--- src/rtl/game_state_ctrl_pkg.sv ---
// Shared definitions for the crossing game: grid geometry, row roles, round states
// and the two-digit BCD increment used by every score/timer counter.
package game_state_ctrl_pkg;

  localparam int GRID_W_DEFAULT = 21;
  localparam int GRID_H         = 15;

  localparam logic [3:0] GOAL_ROW   = 4'd0;
  localparam logic [3:0] START_ROW  = 4'(GRID_H - 1);
  localparam logic [3:0] LANE_FIRST = 4'd1;
  localparam logic [3:0] LANE_LAST  = START_ROW - 4'd1;

  localparam logic [2:0] LEVEL_MAX = 3'd7;
  localparam logic [7:0] BCD_MAX   = 8'h99;
  localparam logic [1:0] GUARD_INIT = 2'd2;

  typedef enum logic [2:0] {
    ST_IDLE      = 3'd0,
    ST_PLAY      = 3'd1,
    ST_HIT       = 3'd2,
    ST_SCORE     = 3'd3,
    ST_GAME_OVER = 3'd4
  } state_e;

  // Units wrap 9->0 with carry into tens; 99 holds.
  function automatic logic [7:0] bcd_inc_sat(input logic [7:0] value);
    logic [7:0] next;
    if (value == BCD_MAX) begin
      next = value;
    end else if (value[3:0] == 4'd9) begin
      next = {value[7:4] + 4'd1, 4'd0};
    end else begin
      next = {value[7:4], value[3:0] + 4'd1};
    end
    return next;
  endfunction

endpackage

--- src/rtl/bcd_counter_2digit.sv ---
// Two-digit BCD counter, saturating at 99. Shared by the score display and the
// 7-segment timer.
module bcd_counter_2digit
  import game_state_ctrl_pkg::*;
(
  input  logic       i_Clk,
  input  logic       i_reset,
  input  logic       i_clear,
  input  logic       i_inc,
  output logic [7:0] o_value
);

  // NOTE: sequential state is always assigned with <= so every reader in the
  // same edge sees the pre-edge value.
  always_ff @(posedge i_Clk) begin
    if (i_reset || i_clear) begin
      o_value <= 8'h00;
    end else if (i_inc) begin
      o_value <= bcd_inc_sat(o_value);
    end
  end

endmodule

--- src/rtl/game_state_ctrl.sv ---
// Round controller: samples the player's row occupancy, detects goal/collision,
// and sequences IDLE/PLAY/HIT/SCORE/GAME_OVER with lives, BCD score and level.
module game_state_ctrl
  import game_state_ctrl_pkg::*;
#(
  parameter int GRID_W            = GRID_W_DEFAULT,
  parameter int START_LIVES       = 3,
  parameter int FLASH_CYCLES      = 25_000_000,
  parameter int SCORE_HOLD_CYCLES = 12_500_000,
  parameter int LEVEL_STEP        = 5
) (
  input  logic              i_Clk,
  input  logic              i_reset,
  input  logic              i_start,
  input  logic [4:0]        i_player_x,
  input  logic [3:0]        i_player_y,
  input  logic [GRID_W-1:0] i_row_mask,
  output logic [3:0]        o_query_row,
  output logic              o_player_reset,
  output logic [1:0]        o_lives,
  output logic [7:0]        o_score,
  output logic [2:0]        o_level,
  output logic [2:0]        o_state,
  output logic              o_flash
);

  localparam int TIMER_MAX = (FLASH_CYCLES > SCORE_HOLD_CYCLES) ? FLASH_CYCLES : SCORE_HOLD_CYCLES;
  localparam int TIMER_W   = $clog2(TIMER_MAX + 1);
  localparam int CROSS_W   = $clog2(LEVEL_STEP + 1);

  localparam logic [TIMER_W-1:0] FLASH_LAST = TIMER_W'(FLASH_CYCLES - 1);
  localparam logic [TIMER_W-1:0] HOLD_LAST  = TIMER_W'(SCORE_HOLD_CYCLES - 1);
  localparam logic [CROSS_W-1:0] CROSS_LAST = CROSS_W'(LEVEL_STEP - 1);
  localparam logic [1:0]         LIVES_INIT = 2'(START_LIVES);

  state_e               r_state;
  logic                 r_start;
  logic [TIMER_W-1:0]   r_timer;
  logic [1:0]           r_guard;
  logic                 r_valid;
  logic [4:0]           r_q_x;
  logic [3:0]           r_q_y;
  logic [CROSS_W-1:0]   r_cross;

  logic w_s_start;
  logic w_mask_bit;
  logic w_in_lane;
  logic w_x_in_grid;
  logic w_goal;
  logic w_hit;
  logic w_score_inc;
  logic w_score_clr;

  assign w_s_start = i_start & ~r_start;

  // Shifting past the top bit yields zero, so out-of-grid columns read as free.
  assign w_mask_bit  = |(i_row_mask & (GRID_W'(1) << r_q_x));
  assign w_in_lane   = (r_q_y >= LANE_FIRST) && (r_q_y <= LANE_LAST);
  assign w_x_in_grid = 32'(r_q_x) < GRID_W;

  assign w_goal = r_valid && (r_q_y == GOAL_ROW);
  assign w_hit  = r_valid && w_in_lane && w_x_in_grid && w_mask_bit;

  assign w_score_inc = (r_state == ST_PLAY) && w_goal;
  assign w_score_clr = (r_state == ST_GAME_OVER) && w_s_start;

  assign o_state = r_state;

  bcd_counter_2digit u_score (
    .i_Clk   (i_Clk),
    .i_reset (i_reset),
    .i_clear (w_score_clr),
    .i_inc   (w_score_inc),
    .o_value (o_score)
  );

  always_ff @(posedge i_Clk) begin
    // A start button held through reset must not count as a press afterwards.
    r_start <= i_start;

    if (i_reset) begin
      r_state        <= ST_IDLE;
      r_timer        <= '0;
      r_guard        <= '0;
      r_valid        <= 1'b0;
      r_q_x          <= '0;
      r_q_y          <= '0;
      r_cross        <= '0;
      o_query_row    <= '0;
      o_player_reset <= 1'b0;
      o_lives        <= LIVES_INIT;
      o_level        <= '0;
      o_flash        <= 1'b0;
    end else begin
      o_player_reset <= 1'b0;

      // Outside PLAY the guard is held armed, so every entry starts suppressed.
      if (r_state != ST_PLAY) begin
        r_guard <= GUARD_INIT;
        r_valid <= 1'b0;
      end

      case (r_state)
        ST_IDLE: begin
          if (w_s_start) begin
            o_player_reset <= 1'b1;
            r_timer        <= '0;
            r_state        <= ST_PLAY;
          end
        end

        ST_PLAY: begin
          r_q_x       <= i_player_x;
          r_q_y       <= i_player_y;
          o_query_row <= i_player_y;
          r_valid     <= (r_guard == 2'd0);
          if (r_guard != 2'd0) begin
            r_guard <= r_guard - 2'd1;
          end

          if (w_goal) begin
            r_timer <= '0;
            r_state <= ST_SCORE;
            if (r_cross == CROSS_LAST) begin
              r_cross <= '0;
              if (o_level != LEVEL_MAX) begin
                o_level <= o_level + 3'd1;
              end
            end else begin
              r_cross <= r_cross + CROSS_W'(1);
            end
          end else if (w_hit) begin
            r_timer <= '0;
            r_state <= ST_HIT;
            o_flash <= 1'b1;
            if (o_lives != 2'd0) begin
              o_lives <= o_lives - 2'd1;
            end
          end
        end

        ST_HIT: begin
          if (r_timer == FLASH_LAST) begin
            r_timer <= '0;
            if (o_lives == 2'd0) begin
              r_state <= ST_GAME_OVER;
            end else begin
              o_flash        <= 1'b0;
              o_player_reset <= 1'b1;
              r_state        <= ST_PLAY;
            end
          end else begin
            r_timer <= r_timer + TIMER_W'(1);
          end
        end

        ST_SCORE: begin
          if (r_timer == HOLD_LAST) begin
            r_timer        <= '0;
            o_player_reset <= 1'b1;
            r_state        <= ST_PLAY;
          end else begin
            r_timer <= r_timer + TIMER_W'(1);
          end
        end

        ST_GAME_OVER: begin
          if (w_s_start) begin
            o_lives        <= LIVES_INIT;
            o_level        <= '0;
            r_cross        <= '0;
            o_flash        <= 1'b0;
            o_player_reset <= 1'b1;
            r_timer        <= '0;
            r_state        <= ST_PLAY;
          end
        end

        default: begin
          r_timer <= '0;
          r_state <= ST_IDLE;
        end
      endcase
    end
  end

endmodule

--- config.mk ---
export PLATFORM = sky130hd
export DESIGN_NAME = game_state_ctrl
export DESIGN_NICKNAME = d
export VERILOG_FILES = /design/src/rtl/game_state_ctrl_pkg.sv /design/src/rtl/bcd_counter_2digit.sv /design/src/rtl/game_state_ctrl.sv
export SDC_FILE = /design/constraint.sdc
export NUM_CORES = 1
export LEC_CHECK = 0
export CAP_MARGIN = 20
export CORE_ASPECT_RATIO = 1.25
export CORE_MARGIN = 3
export CORE_UTILIZATION = 58
export DETAILED_ROUTE_END_ITERATION = 10
export PLACE_DENSITY = 0.95
export RECOVER_POWER = 25
export SYNTH_ARGS = -nofsm -noshare
export SYNTH_HDL_FRONTEND = slang
export SYNTH_SLANG_ARGS = --single-unit
--- constraint.sdc ---
create_clock -name i_Clk -period 4.8 [get_ports i_Clk]
set_clock_uncertainty 0.2 [all_clocks]
set_input_delay 0.48 -clock i_Clk [delete_from_list [all_inputs] [get_ports i_Clk]]
set_output_delay 0.48 -clock i_Clk [all_outputs]
set_load 0.02 [all_outputs]
==> summary.md <==
| Metric | Value |
|---|---|
| Run status | `finished, final reports clean` |
| Power density cells | `268.7 nW/um2` |
| Crit end category | `flop` |
| Routability cong. | `around 0.9` |
| Max Fclk | `323.1 MHz` |
| Die Ht | `90.46 um` |
| Buffer levels on the longest clock path | `2` |
| Area Overhead vs Synth | `22.53%` |
| Final Net Count | `497` |
| Die area | `6654 um2` |
| Clock share of power | `38.6%` |
| Max_slew headroom | `27.05%` |
| Leading area contributor after synthesis | `dfxtp_1` |
| Vias per cell | `6.305` |
| CTS tree | `yes` |
| Initial Util | `60.39%` |
| Critical-path top delay cell | `nor3b_2` |
| Final hold violations | `0` |
| H-tree levels | `3` |
| Pleak | `about 1.4 nW` |
| WL final | `8847 um` |
| Worst-Margin Slew | `between 1 and 1.5 ns` |
| VDD IR max | `about 190 uV` |
| Ant diodes | `0` |
| DRT iter0 DRCs | `279` |
| Logic pwr share | `13.5%` |
| Largest cells by area after synthesis | `dfxtp_1 36%, nand2_1 6.1%, a21oi_1 4.4%` |
| Area share of the largest cell type after synthesis | `between 30% and 40%` |
| Clock sinks | `59` |
| Util after Layout | `74.00%` |
| DP Cell Count | `509` |
| CP Cell Sequence | `nor3b_2 -> nand2_1 -> nor4_1 -> o31ai_2 -> buf_4 -> o21ai_0` |
| Worst EP arrival | `3.16 ns` |
| Initial antenna violation count | `0` |
| Synth unique cells | `73` |
| Register-to-Register Setup Slack | `1.71 ns` |
| Total Power | `1.090 mW` |
| Vias | `3,304` |
| Unrepaired setup endpoints after global routing | `no` |
| Worst min-delay path class | `reg2reg` |
| FP Rows | `30` |
| Drt drc | `0` |
| Num CTS Buffers | `9` |
| Endpoints failing setup | `0` |
| Number of synthesized flops with an enable pin | `0` |
| Chip width | `73.56 um` |
| Fin crit share | `between 60 and 70%` |
| Synthesized area | `3309 um2` |
| Post-synth top flop | `dfxtp_1` |
| Antenna-violating nets left | `0` |
| Io pins | `55` |
| Gr ovfl total | `0` |
| Syn. warnings | `0` |
| Yosys reg bits | `59` |
| Mapped Avg Cell Area | `8.171 um2` |
| Share of cells above drive strength 1 | `between 9 and 10%` |
| Max-slew violation count | `0` |
| Post-CTS Hold Fix Bufs | `0` |
| Post-CTS Resized | `0` |
| Clock Pin Slew Worst Setup and Hold Paths | `0.06 ns` |
| CTS root buffer | `clkbuf_8` |
| Sequential Power Share | `47.8%` |
| Switching Fraction | `between 20% and 30%` |
| Net Count, Synth | `446` |
| First-pass GRT wire length | `14,140 um` |
| Crit path kind | `reg2reg` |
| Hpwl dp | `5876 um` |
| Max-cap violations | `0` |
| Startpoint types | `flop` |
| Worst Path Required | `between 4 and 5 ns` |
| Seq/Total Area, Yosys | `35.69%` |
| Final std cells w/o fill | `524` |
| GRT Util Overall | `26.59%` |
| Setup bufs post-CTS | `0` |
| PortBufs | `54` |
| P_int | `0.7930 mW` |
| CP peak stage delay | `0.95 ns` |
| Core ar. | `5480 um2` |
| Switching pwr | `approximately 0.30 mW` |
| Drt pass-1 iters | `7` |
| Sum Neg Setup Slack | `0 ns` |
| CP top delay family | `simple AND/OR/NAND/NOR gates` |
| Worst skew pair latency | `0.35 ns` |
| Min Tclk post-route | `3.095 ns` |
| Crit path max fanout | `18` |
| WP buf/inv | `1` |
| Post-synthesis cell count | `405` |
| Number of global-route vias before repair | `3,168` |
| Post-synth ARST share | `0%` |
| Mean routed wirelength per cell | `16.88 um` |
| Largest net degree at the start of global routing | `32` |
==> cells in the mapped netlist, types with 7 or more instances <==
cell type / instances
a21oi_1: 29
a31oi_1: 8
clkbuf_1: 10
dfxtp_1: 59
ha_1: 8
inv_1: 22
nand2_1: 54
nand3_1: 15
nand4_1: 8
nor2_1: 34
nor3_1: 9
nor4_1: 7
o211ai_1: 7
o21ai_0: 23
or3_1: 8
==> worst paths after layout <==
path / start / endpoint / depth (start not counted)
setup / recovery: o_state[0] / r_timer[14] / 6
hold / removal: r_guard[0] / r_guard[0] / 1
setup reg to reg: o_state[0] / r_timer[14] / 6
hold reg to reg: r_guard[0] / r_guard[0] / 1
==> cell usage in the layout, fill, tap and decap left out, types with 3 or more instances in the layout <==
cell type        count
dfxtp_1             59
nand2_1             54
clkdlybuf4s50_1     36
nor2_1              34
a21oi_1             29
o21ai_0             23
inv_1               22
dlygate4sd3_1       18
nand3_1             15
clkbuf_8            12
nor3_1               9
nand4_1              8
a31oi_1              8
or3_1                8
ha_1                 8
nor4_1               7
o211ai_1             7
xor2_1               4
a311oi_1             4
mux2_2               4
mux2i_1              4
nand2b_1             4
o22ai_1              4
xnor2_1              4
a211oi_1             3
nor2b_1              3
or4_4                3
o21a_1               3
a221oi_1             3
buf_4                3
==> routing by layer <==
layer  wire [um]  global-route usage (%)  vias to the layer above
met4         189                   11.93                        0
met5           0                       0                        -
met1        3480                   29.68                     1538
met2        4481                   46.38                      161
li1            -                       -                     1582
met3         695                   6.125                       23
==> power by group through the flow <==
stage / registers [mW] / logic (mW) / clock network [mW]
floorplan: 0.528 / 0.0870 / 0
global placement: 0.531 / 0.140 / 0
detailed placement: 0.531 / 0.145 / 0
CTS: 0.521 / 0.148 / 0.419
global route: 0.523 / 0.157 / 0.442
finish: 0.521 / 0.147 / 0.421
==> cell families after synthesis <==
kind of cell	synth area share, %
simple gates	29.07
compound gates	21.93
xor+xnor	2.117
flops	35.69
fa+ha+maj	3.025
mux	3.251
buf+inv	4.914
==> flip-flops by register name, summed over array words and instances, names as in the netlist <==
register	cells
r_timer	25
u_score.o_value	8
r_q_x	5
r_q_y	4
o_level	3
o_state	3
r_cross	3
o_lives	2
r_guard	2
o_flash	1
o_player_reset	1
r_start	1
r_valid	1
==> through the flow <==
step / setup slack (ns) / area (um2) / hold WS [ns]
3_3_place_gp: 1.567 / 3869 / 0.2229
4_1_cts: 1.737 / 4055 / 0.2520
3_5_place_dp: 1.729 / 3876 / 0.2339
6_report: 1.705 / 4055 / 0.2544
2_1_floorplan: 2.325 / 3309 / 0.2154
5_1_grt: 1.468 / 4055 / 0.2807
==> area by class of cell <==
class / count / area (um2)
Clock buffer: 13 / 168.9
Fill cell: 406 / 1425
Tap cell: 64 / 80.08
Sequential cell: 59 / 1181
Multi-Input combinational cell: 306 / 1966
Inverter: 23 / 86.33
Clock inverter: 2 / 10.01
Timing Repair Buffer: 57 / 563.0
==> worst register-to-register path: stages, from the launching register on <==
cell,delay (ns)
dfxtp_1,0.60
nor3b_2,0.96
nand2_1,0.23
nor4_1,0.38
o31ai_2,0.21
buf_4,0.27
o21ai_0,0.16
Power figures use the tool's default switching activity.
